**src/rtl/cordic_sqrt_prenorm.sv**
```systemverilog
// cordic_sqrt_prenorm: range-reduces an unsigned operand to m*4^exp, m in [0.25,1),
// and emits the hyperbolic-vectoring seed x_0=m+0.25, y_0=m-0.25, z_0=0.
// Ports: clk, rst (async, active-high); in_valid/in_ready/din operand handshake;
//        out_valid/out_ready seed handshake; x_0, y_0, z_0 (FW signed), exp, zero.
module cordic_sqrt_prenorm #(
  parameter int SYM_WIDTH = 1,
  parameter int INT_WIDTH = 1,
  parameter int DEC_WIDTH = 14,
  parameter int IN_WIDTH  = 32,
  parameter int IN_FRAC   = 16,
  parameter int EXP_WIDTH = 6,
  localparam int FW = SYM_WIDTH + INT_WIDTH + DEC_WIDTH
) (
  input  logic                        clk,
  input  logic                        rst,
  input  logic                        in_valid,
  output logic                        in_ready,
  input  logic [IN_WIDTH-1:0]         din,
  output logic                        out_valid,
  input  logic                        out_ready,
  output logic [FW-1:0]               x_0,
  output logic [FW-1:0]               y_0,
  output logic [FW-1:0]               z_0,
  output logic signed [EXP_WIDTH-1:0] exp,
  output logic                        zero
);

  typedef enum logic [1:0] {
    IDLE,
    NORM,
    OUT
  } state_t;

  localparam logic [FW-1:0] QTR = FW'(1) << (DEC_WIDTH - 2);
  localparam logic [EXP_WIDTH-1:0] EONE = EXP_WIDTH'(1);

  state_t state, nstate;

  logic [IN_WIDTH-1:0]  mreg;
  logic [EXP_WIDTH-1:0] ereg;
  logic                 mzero;
  logic                 hi;
  logic                 lo_empty;
  logic [FW-1:0]        m_fix;

  assign mzero    = (mreg == '0);
  // Any integer bit set means m >= 1: shift right by one power of four.
  assign hi       = |mreg[IN_WIDTH-1:IN_FRAC];
  // Top two fraction bits clear means m < 0.25: shift left.
  assign lo_empty = ~|mreg[IN_FRAC-1 -: 2];
  assign m_fix    = {{(FW-DEC_WIDTH){1'b0}},
                     mreg[IN_FRAC-1 -: DEC_WIDTH]};

  always_ff @(posedge clk or posedge rst) begin
    if (rst) begin
      state <= IDLE;
    end else begin
      state <= nstate;
    end
  end

  always_comb begin
    nstate    = state;
    in_ready  = 1'b0;
    out_valid = 1'b0;
    unique case (state)
      IDLE: begin
        in_ready = 1'b1;
        if (in_valid) nstate = NORM;
      end
      NORM: begin
        if (mzero || (!hi && !lo_empty)) nstate = OUT;
      end
      OUT: begin
        out_valid = 1'b1;
        if (out_ready) nstate = IDLE;
      end
      default: nstate = IDLE;
    endcase
  end

  always_ff @(posedge clk or posedge rst) begin
    if (rst) begin
      mreg <= '0;
      ereg <= '0;
      x_0  <= '0;
      y_0  <= '0;
      z_0  <= '0;
      exp  <= '0;
      zero <= 1'b0;
    end else begin
      unique case (state)
        IDLE: begin
          if (in_valid) begin
            mreg <= din;
            ereg <= '0;
          end
        end
        NORM: begin
          if (mzero) begin
            zero <= 1'b1;
            x_0  <= '0;
            y_0  <= '0;
            z_0  <= '0;
            exp  <= '0;
          end else if (hi) begin
            mreg <= mreg >> 2;
            ereg <= ereg + EONE;
          end else if (lo_empty) begin
            mreg <= mreg << 2;
            ereg <= ereg - EONE;
          end else begin
            x_0  <= m_fix + QTR;
            y_0  <= m_fix - QTR;
            z_0  <= '0;
            exp  <= ereg;
            zero <= 1'b0;
          end
        end
        default: begin
        end
      endcase
    end
  end

endmodule
```
**config.mk**
```make
export PLATFORM = sky130hd
export DESIGN_NAME = cordic_sqrt_prenorm
export DESIGN_NICKNAME = d
export VERILOG_FILES = /design/src/rtl/cordic_sqrt_prenorm.sv
export SDC_FILE = /design/constraint.sdc
export NUM_CORES = 1
export LEC_CHECK = 0
export ABC_AREA = 1
export CORE_AREA = 2 2 90 92
export DETAILED_ROUTE_END_ITERATION = 16
export DIE_AREA = 0 0 92 94
export PLACE_DENSITY = 0.88
export SKIP_CTS_REPAIR_TIMING = 1
export SYNTH_ARGS = -nofsm -noshare
export SYNTH_HDL_FRONTEND = slang
export SYNTH_SLANG_ARGS = --single-unit
```
**constraint.sdc**
```tcl
create_clock -name clk -period 2.8 [get_ports clk]
set_input_delay 0.56 -clock clk [delete_from_list [all_inputs] [get_ports clk]]
set_output_delay 0.56 -clock clk [all_outputs]
set_load 0.01 [all_outputs]
```
# Yosys cells after proc, flatten, opt, wreduce, memory -nomap -nowiden
# Index checks and enable logic that the tools add are counted.
op_classes:
  muxes: 31
  eq_ne: 8
  addsub: 4
  reduce_logical: 12
ops:
  columns: ["operator", "count"]
  rows:
  - ["2-to-1 mux 16 bit", 9]
  - ["2-to-1 mux 32 bit", 4]
  - ["case mux 32 bit (2 select lines)", 1]
  - ["2-to-1 mux 6 bit", 7]
  - ["logical NOT 32 bit", 1]
  - ["OR reduction 16 bit", 1]
  - ["adder 14 x 13 -> 15 bit (second input constant)", 1]
  - ["subtractor 14 x 13 -> 15 bit (second input constant)", 1]
  - ["case mux 6 bit (2 select lines)", 1]
  - ["inequality test 2 bit (second input constant)", 5]
  - ["adder 6 x 1 -> 6 bit (second input constant)", 1]
  - ["2-to-1 mux 2 bit", 3]
  - ["case mux 2 bit (3 select lines)", 1]
  - ["AND reduction 3 bit", 2]
  - ["subtractor 6 x 1 -> 6 bit (second input constant)", 1]
  - ["2-to-1 mux 1 bit", 5]
  - ["AND reduction 4 bit", 1]
  - ["nonzero test 2 bit", 2]
  - ["inequality test 3 bit (second input constant)", 1]
  - ["equality test 2 x 1 -> 1 bit (second input constant)", 1]
  - ["equality test 2 bit (second input constant)", 1]
  - ["logical NOT 2 bit", 1]
  - ["OR reduction 2 bit", 1]
  - ["logical AND 1 bit", 1]
  - ["2 further kinds", 2]
word_totals:
  in_bits: 36
  elab_cells: 63
  register_bits: 95
  output_inout_bits: 57

# Logic depth before layout (Yosys ltp)
# Gate-level depths: netlist of run 1.
logic_depth:
  word_depth: 6
  depth_mapped: 17
  mapped_depth_nobuf: 16

# Least setup slack after synthesis of run 1
# No wires, ideal clock.
synth_path:
  path_kind: "reg-to-reg"
  start: "register mreg[18]"
  end: "register ereg[5]"
  t_required_ns: 2.683
  stages_incl_launch_ff: 18
  setup_slack_ns: 0.728
  t_arrival_ns: 1.955
  period_less_slack_ns: 2.072
  n_path_buf: 1
  setup_ns: 0.117
  cell_sequence: "dfrtp_1 nor2_1 nand2_1 nor2_2 nand2_2 clkinv_4 buf_2 ha_1 nand2_1 nand2_1 nand2_1 nand2_1 nor2_1 nand3_1 nand2_1 nor2_1 nand2_1 nand2_1"
synth_between:
  elab_chain_cells: 4
  elab_cells_between_ends: 8
  classes_between: "2 x eq/ne; 3 x mux; 3 x reduce/logical"
synth_rtl:
  columns: ["item", "line", "rtl"]
  rows:
  - ["start, declared", "39", "logic [IN_WIDTH-1:0] mreg;"]
  - ["start signal, assigned", "95", "mreg <= din;"]
  - ["start signal, assigned", "107", "mreg <= mreg >> 2;"]
  - ["start signal, assigned", "110", "mreg <= mreg << 2;"]
  - ["OR reduction 16 bit", "48", "assign hi = |mreg[IN_WIDTH-1:IN_FRAC];"]
  - ["2-to-1 mux 6 bit", "106", "end else if (hi) begin"]
  - ["2-to-1 mux 6 bit", "100", "if (mzero) begin"]
  - ["case mux 6 bit (2 select lines)", "92", "unique case (state)"]
  - ["end signal, assigned", "108", "ereg <= ereg + EONE;"]
  - ["end signal, assigned", "111", "ereg <= ereg - EONE;"]
  - ["end, declared", "40", "logic [EXP_WIDTH-1:0] ereg;"]
# Several ways; a longest one is shown, not always the timed one. The select of a mux whose other input is x is not followed.
# A chain may end at the register's enable or synchronous reset.

# Worst setup path after layout of run 1
layout_path:
  start: "register mreg[31]"
  end: "register ereg[4]"
# The elaborated chain is that of the path after synthesis.

==> results.json, run 1 <==
{
  "grt_busiest_layer": "met2",
  "yosys_most_used_dff": "sky130_fd_sc_hd__dfrtp_1",
  "hpwl_um": 5940,
  "fmax_ghz": 0.415,
  "cell_rows": 32,
  "vdd.ir_drop.worst_uv": 352,
  "finalSetupViolCount": 0,
  "area_added_between_synthesis_and_finish_pct": 24.0,
  "antennaDiodeCount": 0,
  "tns_ps": 0,
  "regToRegStartpoint": "mreg[31]$_DFFE_PP0P_",
  "start_util": 0.477,
  "synth_edf_count": 0,
  "worst_skew_pair.late_latency_ps": 340,
  "slew_headroom": 0.525,
  "final.min_clock_period_ps": 2410,
  "layout.nets": 593,
  "startpoint_type": "flop",
  "finalWirelength_um": 8590,
  "placement.io_buffers": 75,
  "postRouteAntennaNets": 0,
  "grt_pass1_vias": 3179,
  "clk_transition_reported_paths_ps": 70,
  "post-synth-top-count-cell": "sky130_fd_sc_hd__nand2_1",
  "finish.utilization": 0.591,
  "die-height_um": 94,
  "criticalPathCategory": "flop to flop",
  "synth_warnings": 0,
  "timing.final.crit_share": 0.860,
  "min-delay-start": "exp[1]$_DFFE_PP0P_",
  "post_route_cells_drive_above_1_share": 0.0613,
  "detail_route.vias_per_cell": 5.10,
  "cts-buffers-inserted": 9,
  "pwr-share-seq": 0.338,
  "crit_path_start": "mreg[31]$_DFFE_PP0P_",
  "cts_root_buffer": "sky130_fd_sc_hd__clkbuf_8",
  "clkPwrFrac": 0.197,
  "slew_violations": 0,
  "number_of_antenna_violations_at_the_first_check_in_global_routing": 0,
  "outcome": "finished clean",
  "fp.dieW_um": 92,
  "synth.ff_latch_count": 64,
  "met2_usage": 0.345,
  "detail_route.wl_per_cell_um": 13.1,
  "floorplan.core_area_um2": 7610,
  "required_ps": 3030,
  "worst_path_maximum_fanout": 23,
  "hold_viol": 0,
  "asyncSetResetFlopFracSynth": 1.00,
  "gr-total-overflow": 0,
  "grt_setup_unrepaired": "false",
  "worstHoldPathType": "flop to flop",
  "synth_sequential_area_ratio": 0.441,
  "power_per_unit_of_standard_cell_area_nw_per_um2": 1130,
  "timing.critical_path.to_type": "flop",
  "floorplan.io_pins": 93,
  "netlist_top_cells_count": "203 x sky130_fd_sc_hd__nand2_1, 64 x sky130_fd_sc_hd__dfrtp_1, 46 x sky130_fd_sc_hd__nor2_1",
  "synthDistinctLibCells": 28,
  "sw_frac_of_total": 0.416,
  "syn_inst": 499,
  "tightest_slew_ps": 710,
  "finalWeightedCongestion": 0.870,
  "grt_max_degree": 65,
  "power_leakage_uw": 0.00229,
  "cts_tree": "built",
  "vias": 3353,
  "grt_first_pass_wirelength_um": 14200,
  "cts_num_sinks": 64,
  "detail_route.drc_violations": 0,
  "max_cap_violations": 0,
  "global_route.usage.total": 0.204,
  "holdWs_ps": 490,
  "synthesis.area_um2": 3630,
  "internal_power_uw": 2960,
  "grt_met3_use": 0.0490,
  "p_switching_uw": 2110,
  "timing.clock.skew_ps": 6.70,
  "synth_largest_area_cell": "sky130_fd_sc_hd__dfrtp_1",
  "clk_path_buf_depth": 2,
  "maximum_level_of_the_cts_h_tree": 3,
  "globalRouteMet1Util": 0.250,
  "synthTopCellsByArea": "sky130_fd_sc_hd__dfrtp_1 44%, sky130_fd_sc_hd__nand2_1 21%, sky130_fd_sc_hd__buf_4 6.8%",
  "timing.critical_path.arrival_ps": 2640,
  "dr.first_iter.drc_count": 224,
  "area_share_of_the_largest_cell_type_after_synthesis": 0.441,
  "floorplan.die_area_um2": 8650,
  "synthesis.area_per_instance_um2": 7.27,
  "drt-pass1-iter-count": 4,
  "share_comb_of_total_power": 0.466
}
-- cell usage in the layout, fill, tap and decap left out --
cell / count
sky130_fd_sc_hd__nand2_1: 203
sky130_fd_sc_hd__clkdlybuf4s50_1: 75
sky130_fd_sc_hd__dfrtp_1: 64
sky130_fd_sc_hd__nor2_1: 46
sky130_fd_sc_hd__nand3_1: 42
sky130_fd_sc_hd__a21oi_1: 29
sky130_fd_sc_hd__conb_1: 17
sky130_fd_sc_hd__inv_1: 14
sky130_fd_sc_hd__o21ai_1: 13
sky130_fd_sc_hd__clkbuf_8: 11
sky130_fd_sc_hd__ha_1: 6
sky130_fd_sc_hd__nand2_2: 5
sky130_fd_sc_hd__o21ai_0: 4
sky130_fd_sc_hd__buf_4: 4
sky130_fd_sc_hd__nor2_2: 3
sky130_fd_sc_hd__inv_2: 3
sky130_fd_sc_hd__bufinv_16: 3
sky130_fd_sc_hd__clkinv_4: 1
sky130_fd_sc_hd__nand4_1: 1
sky130_fd_sc_hd__nor3_1: 1
sky130_fd_sc_hd__nand3_2: 1
sky130_fd_sc_hd__a31oi_1: 1
sky130_fd_sc_hd__xor2_1: 1
sky130_fd_sc_hd__a21o_1: 1
sky130_fd_sc_hd__o31ai_1: 1
sky130_fd_sc_hd__nor3b_1: 1
sky130_fd_sc_hd__fa_1: 1
sky130_fd_sc_hd__clkinvlp_4: 1
sky130_fd_sc_hd__clkinv_2: 1
sky130_fd_sc_hd__buf_12: 1
-- stage by stage --
step	instance area (µm²)	setup WS, ps	total power [µW]	instances
floorplan	3690	642	3370	515
global placement	4250	579	3960	641
detailed placement	4250	450	4070	641
CTS	4500	431	5070	657
global route	4500	225	5480	657
finish	4500	393	5060	657
-- routing by layer --
layer	vias to the layer above	share of wire
li1	1628	-
met1	1568	0.42
met2	142	0.50
met3	15	0.069
met4	0	0.018
met5	-	0
-- layout make-up --
cell class,instances,area (µm²)
flip-flops and latches,64,1600
inverters,18,72.6
fillers,682,3110
clock inverters,5,103
repair buffers,80,801
clock buffers,11,151
multi-input cells,377,1640
well taps,102,128
-- power groups by stage --
stage	registers [µW]	clock network [µW]	logic [µW]
2_1_floorplan	1670	0	1710
3_3_place_gp	1690	0	2270
3_5_place_dp	1720	0	2350
4_1_cts	1700	1010	2360
5_1_grt	1760	1060	2660
6_report	1710	997	2360
-- cells by family (layout without fill, tap and decap cells) --
group           after synthesis  count (layout)  synth area share
compound gates               49              49            0.0693
xor+xnor                      1               1           0.00241
fa+ha+maj                     7               7            0.0262
buf+inv                      74             114             0.123
flops                        64              64             0.441
other cells                   1              17           0.00103
simple gates                303             303             0.337
-- path summary, 6_finish.rpt --
check | endpoint | depth (start not counted) | slack, ps
min in group asynchronous | y_0[14]$_DFFE_PP0P_ | 3 | 600
min | exp[1]$_DFFE_PP0P_ | 2 | 490
max reg2reg | ereg[4]$_DFFE_PP0P_ | 13 | 390
min reg2reg | exp[1]$_DFFE_PP0P_ | 2 | 490
max | ereg[4]$_DFFE_PP0P_ | 13 | 390
max in group asynchronous | mreg[21]$_DFFE_PP0P_ | 3 | 1940
-- worst max-delay path, cell delays in order (launching register included) --
cell                       delay [ps]
sky130_fd_sc_hd__dfrtp_1          390
sky130_fd_sc_hd__nor2_1            60
sky130_fd_sc_hd__nand2_1           80
sky130_fd_sc_hd__nor2_2            50
sky130_fd_sc_hd__nand2_2          270
sky130_fd_sc_hd__clkinv_4         250
sky130_fd_sc_hd__fa_1             450
sky130_fd_sc_hd__nand2_1          100
sky130_fd_sc_hd__nand2_1           60
sky130_fd_sc_hd__a21o_1           170
sky130_fd_sc_hd__o21ai_0          180
sky130_fd_sc_hd__a21oi_1           70
sky130_fd_sc_hd__nand2_1           80
sky130_fd_sc_hd__nand2_1           70
-- flip-flops by register name, summed over array words and instances (netlist names) --
name   flops
state      2
ereg       6
y_0       15
x_0        2
zero       1
mreg      32
exp        6
(Power assumes the default switching activity.)
==> run 2, diff against run 1 <==
--- a/config.mk
+++ b/config.mk
@@ -9,6 +9,7 @@
 export CORE_AREA = 2 2 90 92
 export DETAILED_ROUTE_END_ITERATION = 16
 export DIE_AREA = 0 0 92 94
+export HOLD_SLACK_MARGIN = 0.1
 export PLACE_DENSITY = 0.88
 export SKIP_CTS_REPAIR_TIMING = 1
 export SYNTH_ARGS = -nofsm -noshare
==> results of run 2 <==
No change in the layout: final DEF, timing and power equal those of run 1.
==> run 3, diff against run 2 <==
==> constraint.sdc (replaced) <==
create_clock -name clk -period 2.8 [get_ports clk]
set_input_delay 0.7 -clock clk [delete_from_list [all_inputs] [get_ports clk]]
set_output_delay 0.7 -clock clk [all_outputs]
set_load 0.01 [all_outputs]
==> run 3 against run 2 <==
  * Clock skew up 3.5 ps
  * Cell count unchanged
  * Sequential share of layout area increased by 0.50 points
  * First-iteration DRC count grew 40%
  * Sequential cell count did not move
  * Largest cell class unchanged
==> results.json, run 3 (synthesis gave the netlist of run 1 again) <==
{
  "clk_transition_reported_paths_ps": 70,
  "placement.io_buffers": 75,
  "cts_num_sinks": 64,
  "dr.first_iter.drc_count": 314,
  "grt_max_degree": 40,
  "power_leakage_uw": 0.00225,
  "crit_chain": "nor2_1 -> nand2_1 -> nor2_2 -> nand2_2 -> clkinv_4 -> nand2_2 -> nand3_2 -> nand2_2 -> nand2_1 -> nand2_1",
  "tns_ps": 0,
  "max_cap_violations": 0,
  "worst_path_maximum_fanout": 39,
  "layout.cell_area.non_filler_um2": 4440,
  "global_route.usage.total": 0.207,
  "vdd.ir_drop.worst_uv": 396,
  "drt-pass1-iter-count": 5,
  "start_util": 0.477,
  "worst_skew_pair.late_latency_ps": 350,
  "grt_pass1_vias": 3054,
  "floorplan.core_area_um2": 7610,
  "hold_viol": 0,
  "timing.reg2reg.worst_path_depth": 10,
  "detail_route.drc_violations": 0,
  "finalSetupViolCount": 0,
  "registers_with_the_most_flip_flops": "mreg: 32 flops, y_0: 15 flops",
  "post_route_cells_drive_above_1_share": 0.0613,
  "r2r_end": "mreg[26]$_DFFE_PP0P_",
  "power_per_unit_of_standard_cell_area_nw_per_um2": 1110,
  "timing.critical_path.arrival_ps": 2690,
  "layout_common_cells": "203 x sky130_fd_sc_hd__nand2_1, 75 x sky130_fd_sc_hd__clkdlybuf4s50_1, 64 x sky130_fd_sc_hd__dfrtp_1",
  "outcome": "finished clean",
  "criticalPathCategory": "flop to flop",
  "antennaDiodeCount": 0,
  "required_ps": 3030,
  "regToRegStartpoint": "mreg[16]$_DFFE_PP0P_",
  "layout.nets": 593,
  "grt_setup_unrepaired": "false",
  "floorplan.io_pins": 93,
  "worst_setup_path_endpoint": "mreg[26]$_DFFE_PP0P_",
  "startpoint_type": "flop",
  "detail_route.vias_per_cell": 5.22,
  "cp.depth": 10,
  "top_register": "mreg",
  "floorplan.die_area_um2": 8650,
  "timing.clock.skew_ps": 10.2,
  "fp.dieW_um": 92,
  "cell_rows": 32,
  "tightest_slew_ps": 739,
  "r2r_slack_ps": 330,
  "worstHoldPathType": "flop to flop",
  "placed_cells_incl_taps": 641,
  "slew_violations": 0,
  "cts_root_buffer": "sky130_fd_sc_hd__clkbuf_8",
  "largest_reg_flops": 32,
  "die-height_um": 94,
  "cts-buffers-inserted": 9,
  "final.min_clock_period_ps": 2470,
  "postRouteAntennaNets": 0,
  "hpwl_um": 6040,
  "worst_path_max_delay_cell": "sky130_fd_sc_hd__nand2_2",
  "fmax_ghz": 0.406,
  "number_of_antenna_violations_at_the_first_check_in_global_routing": 0,
  "cts_tree": "built",
  "final_common_cell": "sky130_fd_sc_hd__nand2_1",
  "layout.cells.non_filler": 657,
  "finalWeightedCongestion": 0.860,
  "crit_buf_inv": 1,
  "clk_path_buf_depth": 2,
  "cp_slowest_stage_delay_ps": 430,
  "grt_first_pass_wirelength_um": 14200,
  "finalWirelength_um": 8630,
  "area_added_between_synthesis_and_finish_pct": 22.2,
  "gr-total-overflow": 0,
  "critical_path.top_delay_family": "simple AND/OR/NAND/NOR gates",
  "dpl-instance-area_um2": 4230,
  "vias": 3432,
  "timing.critical_path.to_type": "flop",
  "timing.final.crit_share": 0.880,
  "detail_route.wl_per_cell_um": 13.1,
  "maximum_level_of_the_cts_h_tree": 3,
  "slew_headroom": 0.506,
  "crit_path_start": "mreg[16]$_DFFE_PP0P_"
}
==> run 3: cell count changes in the layout (fill, tap and decap cells not counted), sizes merged <==
cell      previous run  this run
inv                 17        19
clkbuf              11         9
clkinvlp             1         2
clkinv               2         3
bufinv               3         1
==> run 3: layer usage <==
layer | global-route usage | up-vias | part of all wire
met5 | 0 | - | 0
met4 | 0.0871 | 0 | 0.021
met3 | 0.0313 | 20 | 0.065
met2 | 0.338 | 161 | 0.49
met1 | 0.276 | 1623 | 0.43
li1 | - | 1628 | -
==> run 3: worst min path at each step <==
stage                               from                    to  depth (start not counted)
finish                exp[3]$_DFFE_PP0P_    exp[3]$_DFFE_PP0P_                          2
global route          exp[1]$_DFFE_PP0P_    exp[1]$_DFFE_PP0P_                          2
CTS                   exp[3]$_DFFE_PP0P_    exp[3]$_DFFE_PP0P_                          2
detailed placement    exp[3]$_DFFE_PP0P_    exp[3]$_DFFE_PP0P_                          2
global placement     x_0[13]$_DFFE_PP0P_   x_0[13]$_DFFE_PP0P_                          2
floorplan           state[0]$_DFFE_PP0P_  state[1]$_DFFE_PP0P_                          1
==> run 3: worst min-delay path, cell delays in order (launching register included) <==
cell                      delay (ps)
sky130_fd_sc_hd__dfrtp_1         340
sky130_fd_sc_hd__nand2_1          50
sky130_fd_sc_hd__o21ai_1          60
==> run 3: through the flow <==
step	hold slack [ps]	utilization	setup WS (ps)	power, µW
after floorplan	474	-	502	3370
after global placement	477	0.556	535	3980
after detailed placement	478	0.556	418	4080
after CTS	495	0.583	347	4900
after global routing	517	0.583	39.9	5320
final	489	0.583	335	4900
==> run 3: cell type report <==
| type | instances | area (µm²) |
|---|---|---|
| Clock buffer | 9 | 124 |
| Multi-Input combinational cell | 377 | 1640 |
| Sequential cell | 64 | 1600 |
| Fill cell | 695 | 3170 |
| Inverter | 18 | 72.6 |
| Clock inverter | 7 | 80.1 |
| Timing Repair Buffer | 80 | 788 |
| Tap cell | 102 | 128 |
==> run 3: power by group <==
part	internal, µW	leakage [µW]	switching [µW]
sequential	1320	0.000826	406
combinational	993	0.00133	1370
clock	419	0.0000964	397
